==> config.mk <==
export PLATFORM = sky130hd
export DESIGN_NAME = mem_bus_ctrl_flat
export DESIGN_NICKNAME = d
export VERILOG_FILES = /design/src/rtl/mem_bus_ctrl_if.sv /design/src/rtl/mem_bus_ctrl.sv /design/src/flat_wrapper.sv
export SDC_FILE = /design/constraint.sdc
export NUM_CORES = 1
export LEC_CHECK = 0
export CAP_MARGIN = 20
export CORE_ASPECT_RATIO = 2
export CORE_MARGIN = 3
export CORE_UTILIZATION = 50
export DETAILED_ROUTE_END_ITERATION = 8
export PLACE_DENSITY = 0.77
export SLEW_MARGIN = 20
export SYNTH_ARGS = -nofsm -noshare
export SYNTH_HDL_FRONTEND = slang
export SYNTH_SLANG_ARGS = --single-unit
export TNS_END_PERCENT = 1
==> constraint.sdc <==
create_clock -name clk -period 3.25 [get_ports clk]
set_clock_uncertainty 0.1 [all_clocks]
set_input_delay 0.975 -clock clk [delete_from_list [all_inputs] [get_ports clk]]
set_output_delay 0.975 -clock clk [all_outputs]
set_load 0.01 [all_outputs]
==> src/rtl/mem_bus_ctrl_if.sv <==
// CPU/memory bus bundle for mem_bus_ctrl.
// The slave modport is the controller; the master modport is the CPU plus memory side.
interface mem_bus_ctrl_if #(
    parameter int unsigned BITS_DATA = 32,
    parameter int unsigned BITS_ADDR = 16
);
    logic                 cpu_req;
    logic                 cpu_write;
    logic [BITS_ADDR-1:0] cpu_addr;
    logic [BITS_DATA-1:0] cpu_wdata;
    logic                 cpu_ack;
    logic [BITS_DATA-1:0] cpu_rdata;
    logic                 wbuf_full;
    logic                 wbuf_empty;
    logic                 mem_en;
    logic                 mem_we;
    logic [BITS_ADDR-1:0] mem_addr;
    logic [BITS_DATA-1:0] mem_wdata;
    logic [BITS_DATA-1:0] mem_rdata;
    logic                 mem_ready;

    modport slave (
        input  cpu_req, cpu_write, cpu_addr, cpu_wdata, mem_rdata, mem_ready,
        output cpu_ack, cpu_rdata, wbuf_full, wbuf_empty,
               mem_en, mem_we, mem_addr, mem_wdata
    );

    modport master (
        output cpu_req, cpu_write, cpu_addr, cpu_wdata, mem_rdata, mem_ready,
        input  cpu_ack, cpu_rdata, wbuf_full, wbuf_empty,
               mem_en, mem_we, mem_addr, mem_wdata
    );
endinterface

==> src/rtl/mem_bus_ctrl.sv <==
// Memory bus controller: CPU req/ack front end, posted-write FIFO drained in order to memory.
// Define MEM_BUS_STORE_FWD_EN to forward buffered store data to reads instead of draining first.
module mem_bus_ctrl #(
    parameter int unsigned BITS_DATA  = 32,
    parameter int unsigned BITS_ADDR  = 16,
    parameter int unsigned WBUF_DEPTH = 4
) (
    input logic           clk,
    input logic           reset,
    mem_bus_ctrl_if.slave bus
);
    localparam int unsigned PTR_W = $clog2(WBUF_DEPTH);
    localparam int unsigned CNT_W = PTR_W + 1;

    typedef struct packed {
        logic [BITS_ADDR-1:0] addr;
        logic [BITS_DATA-1:0] data;
    } wbuf_entry_t;

    typedef enum logic [2:0] {
        ST_IDLE,
        ST_DRAIN,
        ST_READ_CHK,
        ST_READ_MEM,
        ST_ACK
    } state_e;

    state_e               state_q;
    wbuf_entry_t          wbuf_q [WBUF_DEPTH];
    logic [PTR_W-1:0]     head_q, head_d, tail_q, tail_d, head_nxt;
    logic [CNT_W-1:0]     count_q, count_d;
    logic                 cpu_ack_q;
    logic [BITS_DATA-1:0] cpu_rdata_q;
    logic                 mem_en_q, mem_we_q;
    logic [BITS_ADDR-1:0] mem_addr_q;
    logic [BITS_DATA-1:0] mem_wdata_q;
    logic                 wbuf_full_q, wbuf_empty_q;

    logic wr_req_c, rd_req_c, push_c, pop_c, full_c, empty_c, more_c;

    // A held request is not re-sampled while its own ack is showing.
    assign wr_req_c = bus.cpu_req &  bus.cpu_write & ~cpu_ack_q;
    assign rd_req_c = bus.cpu_req & ~bus.cpu_write & ~cpu_ack_q;
    assign full_c   = (count_q == CNT_W'(WBUF_DEPTH));
    assign empty_c  = (count_q == '0);
    assign more_c   = (count_q > CNT_W'(1));
    assign pop_c    = mem_en_q & mem_we_q & bus.mem_ready;
    // A full buffer still accepts on the edge that pops the head.
    assign push_c   = wr_req_c & (~full_c | pop_c);
    assign head_nxt = head_q + PTR_W'(1);

    always_comb begin
        head_d  = head_q;
        tail_d  = tail_q;
        count_d = count_q;
        if (push_c) tail_d = tail_q + PTR_W'(1);
        if (pop_c)  head_d = head_nxt;
        case ({push_c, pop_c})
            2'b10:   count_d = count_q + CNT_W'(1);
            2'b01:   count_d = count_q - CNT_W'(1);
            default: count_d = count_q;
        endcase
    end

`ifdef MEM_BUS_STORE_FWD_EN
    logic                 fwd_hit_c;
    logic [BITS_DATA-1:0] fwd_data_c;

    // Walk valid entries oldest to youngest so the youngest match wins.
    always_comb begin
        fwd_hit_c  = 1'b0;
        fwd_data_c = '0;
        for (int unsigned k = 0; k < WBUF_DEPTH; k++) begin
            if ((CNT_W'(k) < count_q) &&
                (wbuf_q[head_q + PTR_W'(k)].addr == bus.cpu_addr)) begin
                fwd_hit_c  = 1'b1;
                fwd_data_c = wbuf_q[head_q + PTR_W'(k)].data;
            end
        end
    end
`endif

    always_ff @(posedge clk) begin
        if (push_c) wbuf_q[tail_q] <= {bus.cpu_addr, bus.cpu_wdata};
    end

    always_ff @(posedge clk) begin
        if (reset) begin
            state_q      <= ST_IDLE;
            head_q       <= '0;
            tail_q       <= '0;
            count_q      <= '0;
            cpu_ack_q    <= 1'b0;
            cpu_rdata_q  <= '0;
            mem_en_q     <= 1'b0;
            mem_we_q     <= 1'b0;
            mem_addr_q   <= '0;
            mem_wdata_q  <= '0;
            wbuf_full_q  <= 1'b0;
            wbuf_empty_q <= 1'b1;
        end else begin
            head_q       <= head_d;
            tail_q       <= tail_d;
            count_q      <= count_d;
            wbuf_full_q  <= (count_d == CNT_W'(WBUF_DEPTH));
            wbuf_empty_q <= (count_d == '0);
            cpu_ack_q    <= push_c;

            unique case (state_q)
                ST_IDLE: begin
                    if (rd_req_c) begin
                        // Nothing buffered means no ordering hazard: issue the read at once.
                        if (empty_c) begin
                            mem_en_q   <= 1'b1;
                            mem_we_q   <= 1'b0;
                            mem_addr_q <= bus.cpu_addr;
                            state_q    <= ST_READ_MEM;
                        end else begin
                            state_q    <= ST_READ_CHK;
                        end
                    end else if (!empty_c) begin
                        mem_en_q    <= 1'b1;
                        mem_we_q    <= 1'b1;
                        mem_addr_q  <= wbuf_q[head_q].addr;
                        mem_wdata_q <= wbuf_q[head_q].data;
                        state_q     <= ST_DRAIN;
                    end
                end

                ST_DRAIN: begin
                    if (bus.mem_ready) begin
                        if (!rd_req_c && more_c) begin
                            mem_addr_q  <= wbuf_q[head_nxt].addr;
                            mem_wdata_q <= wbuf_q[head_nxt].data;
                        end else begin
                            mem_en_q <= 1'b0;
                            mem_we_q <= 1'b0;
                            state_q  <= rd_req_c ? ST_READ_CHK : ST_IDLE;
                        end
                    end
                end

                ST_READ_CHK: begin
`ifdef MEM_BUS_STORE_FWD_EN
                    if (fwd_hit_c) begin
                        cpu_rdata_q <= fwd_data_c;
                        cpu_ack_q   <= 1'b1;
                        state_q     <= ST_ACK;
                    end else begin
                        mem_en_q   <= 1'b1;
                        mem_we_q   <= 1'b0;
                        mem_addr_q <= bus.cpu_addr;
                        state_q    <= ST_READ_MEM;
                    end
`else
                    // Strict order: drain every buffered write before the read goes out.
                    if (mem_en_q) begin
                        if (bus.mem_ready) begin
                            if (more_c) begin
                                mem_addr_q  <= wbuf_q[head_nxt].addr;
                                mem_wdata_q <= wbuf_q[head_nxt].data;
                            end else begin
                                mem_we_q   <= 1'b0;
                                mem_addr_q <= bus.cpu_addr;
                                state_q    <= ST_READ_MEM;
                            end
                        end
                    end else if (empty_c) begin
                        mem_en_q   <= 1'b1;
                        mem_we_q   <= 1'b0;
                        mem_addr_q <= bus.cpu_addr;
                        state_q    <= ST_READ_MEM;
                    end else begin
                        mem_en_q    <= 1'b1;
                        mem_we_q    <= 1'b1;
                        mem_addr_q  <= wbuf_q[head_q].addr;
                        mem_wdata_q <= wbuf_q[head_q].data;
                    end
`endif
                end

                ST_READ_MEM: begin
                    if (bus.mem_ready) begin
                        cpu_rdata_q <= bus.mem_rdata;
                        cpu_ack_q   <= 1'b1;
                        mem_en_q    <= 1'b0;
                        state_q     <= ST_ACK;
                    end
                end

                ST_ACK: begin
                    if (!empty_c) begin
                        mem_en_q    <= 1'b1;
                        mem_we_q    <= 1'b1;
                        mem_addr_q  <= wbuf_q[head_q].addr;
                        mem_wdata_q <= wbuf_q[head_q].data;
                        state_q     <= ST_DRAIN;
                    end else begin
                        state_q     <= ST_IDLE;
                    end
                end

                default: state_q <= ST_IDLE;
            endcase
        end
    end

    assign bus.cpu_ack    = cpu_ack_q;
    assign bus.cpu_rdata  = cpu_rdata_q;
    assign bus.wbuf_full  = wbuf_full_q;
    assign bus.wbuf_empty = wbuf_empty_q;
    assign bus.mem_en     = mem_en_q;
    assign bus.mem_we     = mem_we_q;
    assign bus.mem_addr   = mem_addr_q;
    assign bus.mem_wdata  = mem_wdata_q;
endmodule
==> src/flat_wrapper.sv <==
// flat-port wrapper written by rule: the top's interface ports become plain ports
module mem_bus_ctrl_flat 
#(
    parameter int unsigned BITS_DATA  = 32,
    parameter int unsigned BITS_ADDR  = 16,
    parameter int unsigned WBUF_DEPTH = 4
)
  (clk, reset, bus_cpu_req, bus_cpu_write, bus_cpu_addr, bus_cpu_wdata, bus_mem_rdata, bus_mem_ready, bus_cpu_ack, bus_cpu_rdata, bus_wbuf_full, bus_wbuf_empty, bus_mem_en, bus_mem_we, bus_mem_addr, bus_mem_wdata);
  mem_bus_ctrl_if #(.BITS_DATA(BITS_DATA), .BITS_ADDR(BITS_ADDR)) bus_i ();
  input logic clk;
  input logic reset;
  input wire logic [$bits(bus_i.cpu_req)-1:0] bus_cpu_req;
  input wire logic [$bits(bus_i.cpu_write)-1:0] bus_cpu_write;
  input wire logic [$bits(bus_i.cpu_addr)-1:0] bus_cpu_addr;
  input wire logic [$bits(bus_i.cpu_wdata)-1:0] bus_cpu_wdata;
  input wire logic [$bits(bus_i.mem_rdata)-1:0] bus_mem_rdata;
  input wire logic [$bits(bus_i.mem_ready)-1:0] bus_mem_ready;
  output wire logic [$bits(bus_i.cpu_ack)-1:0] bus_cpu_ack;
  output wire logic [$bits(bus_i.cpu_rdata)-1:0] bus_cpu_rdata;
  output wire logic [$bits(bus_i.wbuf_full)-1:0] bus_wbuf_full;
  output wire logic [$bits(bus_i.wbuf_empty)-1:0] bus_wbuf_empty;
  output wire logic [$bits(bus_i.mem_en)-1:0] bus_mem_en;
  output wire logic [$bits(bus_i.mem_we)-1:0] bus_mem_we;
  output wire logic [$bits(bus_i.mem_addr)-1:0] bus_mem_addr;
  output wire logic [$bits(bus_i.mem_wdata)-1:0] bus_mem_wdata;
  assign bus_i.cpu_req = bus_cpu_req;
  assign bus_i.cpu_write = bus_cpu_write;
  assign bus_i.cpu_addr = bus_cpu_addr;
  assign bus_i.cpu_wdata = bus_cpu_wdata;
  assign bus_i.mem_rdata = bus_mem_rdata;
  assign bus_i.mem_ready = bus_mem_ready;
  assign bus_cpu_ack = bus_i.cpu_ack;
  assign bus_cpu_rdata = bus_i.cpu_rdata;
  assign bus_wbuf_full = bus_i.wbuf_full;
  assign bus_wbuf_empty = bus_i.wbuf_empty;
  assign bus_mem_en = bus_i.mem_en;
  assign bus_mem_we = bus_i.mem_we;
  assign bus_mem_addr = bus_i.mem_addr;
  assign bus_mem_wdata = bus_i.mem_wdata;
  mem_bus_ctrl #(.BITS_DATA(BITS_DATA), .BITS_ADDR(BITS_ADDR), .WBUF_DEPTH(WBUF_DEPTH)) u_core (.clk(clk), .reset(reset), .bus(bus_i));
endmodule
==> results of run 1 <==
## cell families (layout without fill, tap and decap cells)
group | Yosys count | after routing | synth area share
XOR/XNOR | 5 | 5 | 0.00334
flip-flops | 289 | 289 | 0.588
buffers and inverters | 92 | 257 | 0.0311
adder cells (fa/ha/maj) | 8 | 8 | 0.00763
AO/OA/AOI/OAI | 232 | 232 | 0.120
other | 0 | 1 | 0
multiplexers | 97 | 97 | 0.166
AND/OR/NAND/NOR | 248 | 248 | 0.0849
## power groups by stage
stage | clock network (mW) | logic (mW) | registers (mW)
after global routing | 3.08 | 2.88 | 4.56
after floorplan | 0 | 1.46 | 4.58
after global placement | 0 | 2.56 | 4.59
after CTS | 2.92 | 2.64 | 4.52
after detailed placement | 0 | 2.63 | 4.60
final | 2.86 | 2.64 | 4.52
## sequential cells by signal, summed over array words and instances (netlist names), 2 cells and up, named ones only
register / flops
u_core.count_q: 3
u_core.bus.mem_addr: 16
u_core.state_q: 3
u_core.head_q: 2
u_core.bus.mem_wdata: 32
u_core.wbuf_q: 192
u_core.tail_q: 2
u_core.bus.cpu_rdata: 32
## worst max path at each step
stage / startpoint / endpoint / cells after the start
floorplan: bus_mem_ready / u_core.wbuf_q[3][0] / 4
global placement: bus_cpu_req / u_core.bus.mem_addr[7] / 7
detailed placement: bus_mem_ready / u_core.bus.mem_wdata[3] / 7
CTS: u_core.bus.mem_en / bus_mem_en / 1
global route: u_core.bus.mem_en / bus_mem_en / 1
finish: u_core.bus.mem_en / bus_mem_en / 1
## layout by cell type (no fill, tap or decap), types with 8 or more instances in the layout
cell	Yosys	routed
or3_1	33	33
clkdlybuf4s50_1	0	168
a21oi_1	71	70
nor2_1	44	44
a211oi_1	33	33
nand2_1	138	138
dfxtp_1	97	93
clkbuf_16	0	26
edfxtp_1	192	192
o21ai_0	36	36
ha_1	8	8
a311oi_1	16	16
buf_12	0	15
buf_4	1	21
a222oi_1	16	16
a21o_1	37	37
inv_1	7	8
mux4_2	96	96
## routing by layer
layer	vias to the layer above	wire length, um	track usage
met1	4518	10800	0.235
met5	-	0	0
met4	0	1040	0.0956
met3	58	1810	0.0342
li1	4080	-	-
met2	329	18400	0.441
## final cells by class
class                   count  area, um^2
fillers                  1967        9630
clock buffers              35         698
diodes                      1        2.50
well taps                 340         425
repair buffers            204        2140
inverters                   7        26.3
multi-input cells         590        5030
clock inverters            11        85.1
flip-flops and latches    289        7720
## Yosys cell counts, types with 2 or more instances
| cell | number |
|---|---|
| mux4_2 | 96 |
| a211oi_1 | 33 |
| a311oi_1 | 16 |
| a32oi_1 | 2 |
| ha_1 | 8 |
| inv_1 | 7 |
| a32o_1 | 2 |
| nor2_1 | 44 |
| nand3_1 | 4 |
| xnor2_1 | 4 |
| dfxtp_1 | 97 |
| buf_1 | 6 |
| and2_1 | 6 |
| clkbuf_1 | 44 |
| o21ai_0 | 36 |
| nand3b_1 | 2 |
| o22ai_1 | 3 |
| and3_1 | 4 |
| or3_1 | 33 |
| o21ai_1 | 4 |
| buf_2 | 32 |
| a222oi_1 | 16 |
| a21o_1 | 37 |
| a21oi_1 | 71 |
| nand2b_1 | 3 |
| nor3_1 | 4 |
| nor3b_1 | 3 |
| or3b_1 | 2 |
| nand2_1 | 138 |
| edfxtp_1 | 192 |
==> flow_summary.yaml, run 1 <==
status:
  status: "finished clean"
power:
  power_mw: 10.0
  clockPowerShare: 0.285
  p_seq_frac: 0.451
  power.density_nw_per_um2: 622
  p_int_mw: 7.06
  p_leak_nw: 5.38
  power_frac_comb: 0.264
  switching_share: 0.295
  power_switching_mw: 2.96
  peakVddDrop_mv: 0.525
sta:
  slew_headroom: 0.517
  setup_tns_ns: 0
  max_freq_ghz: 0.360
  period_share: 0.856
  slew_viol_final: 0
  setup_violations: 0
  holdWs_ns: 0.353
  rsz0062_at_grt: "false"
  layout_min_cycle_time_ns: 2.78
  fin_ws_ns: 0.469
  tightest_slew_ns: 0.725
  hold_viol: 0
synth:
  synth_top_area_frac: 0.440
  avgSynthCellArea_um2: 13.5
  ys_warn_count: 0
  ys_seq_area_frac: 0.588
  synth_area_um2: 13100
  async_reset_ff_frac: 0
  yosysUniqueCellTypes: 52
  netlist_instances: 971
  yosys.area.top_type: "edfxtp_1"
  synth_top_flop_cell: "edfxtp_1"
  synth_nets: 1064
  synth_seq_cells: 289
  synth.area.top_cells: "edfxtp_1 (44%), mux4_2 (16%), dfxtp_1 (15%), nand2_1 (3.9%), a21oi_1 (2.7%)"
  synth_edf_count: 192
global_route:
  grt_pass1_wl_um: 50400
  grt_overflow: 0
  grt_max_degree: 65
  antenna_found_initial: 1
  track_usage: 0.227
  grt_pass1_vias: 9397
cts:
  cts_buffer_depth: 3
  holdBufCountCts: 0
  cts.sinks: 289
  clk-insertion-delay-late_ns: 0.54
  ctsResizeCount: 0
  h-tree-depth: 1
  cts_made_buffers: 25
  root_buffer: "clkbuf_16"
  path_clk_slew_ns: 0.07
  postCtsSetupBuffers: 0
  cts_tree: "done"
setup_path:
  rrSetupSlack_ns: 0.69
  r2r_end: "u_core.bus.mem_addr[12]"
  path_delay_family: "buffers and inverters"
  crit_buf_inv: 1
  endpoint_kind: "output pin"
  path_class: "reg -> out"
  crit_fanout: 11
  cp.required_ns: 2.17
  critPathArrivalTime_ns: 1.71
  cp_cell_sequence: "clkdlybuf4s50_1"
  slowest_delay_ns: 0.62
  slowest_stage: "clkdlybuf4s50_1"
  r2r_start: "u_core.state_q[1]"
  worst_r2r_path_depth: 4
  start_kind: "flip-flop"
floorplanning:
  core_area_um2: 25800
  die-area_um2: 28300
  die_h_um: 235
  initial_core_util: 0.509
  ios: 170
  rows: 83
  die_x_um: 121
min_path:
  min_path_cells: 2
  holdCritPathClass: "reg -> reg"
  worstHoldEndpoint: "u_core.bus.cpu_rdata[12]"
  min_from: "u_core.bus.cpu_rdata[12]"
run:
  max-cap-violations: 0
finish:
  syn2layout_area_growth_pct: 22.9
  fin_util: 0.626
  final_area_um2: 16100
  nets: 1210
  drive_gt1_frac: 0.164
  stdcell_count: 1477
place:
  pre_cts_slack_ns: 0.0740
  dpl.cell_count: 1430
  io_buffers: 169
  dpl.hpwl_um: 21600
  placed_area_um2: 15300
  place_congestion: 0.835
detailed_routing:
  wl_um: 32000
  remaining_drc_errors: 0
  via_per_inst: 6.08
  firstDrtPassIters: 5
  ant_nets: 0
  drt_iter0_drc: 576
  wire_per_inst_um: 21.7
  via_count: 8985
Note: power is estimated with default switching activity, not from simulation.
==> run 2, diff against run 1 <==
--- a/config.mk
+++ b/config.mk
@@ -11,7 +11,6 @@
 export CORE_UTILIZATION = 50
 export DETAILED_ROUTE_END_ITERATION = 8
 export PLACE_DENSITY = 0.77
-export SLEW_MARGIN = 20
 export SYNTH_ARGS = -nofsm -noshare
 export SYNTH_HDL_FRONTEND = slang
 export SYNTH_SLANG_ARGS = --single-unit
==> results of run 2 <==
Final layout, timing and power as in run 1 (identical DEF).
==> run 3, diff against run 2 <==
--- a/config.mk
+++ b/config.mk
@@ -5,6 +5,7 @@
 export SDC_FILE = /design/constraint.sdc
 export NUM_CORES = 1
 export LEC_CHECK = 0
+export ABC_AREA = 0
 export CAP_MARGIN = 20
 export CORE_ASPECT_RATIO = 2
 export CORE_MARGIN = 3
==> results of run 3 <==
Final layout, timing and power as in run 1 (identical DEF).
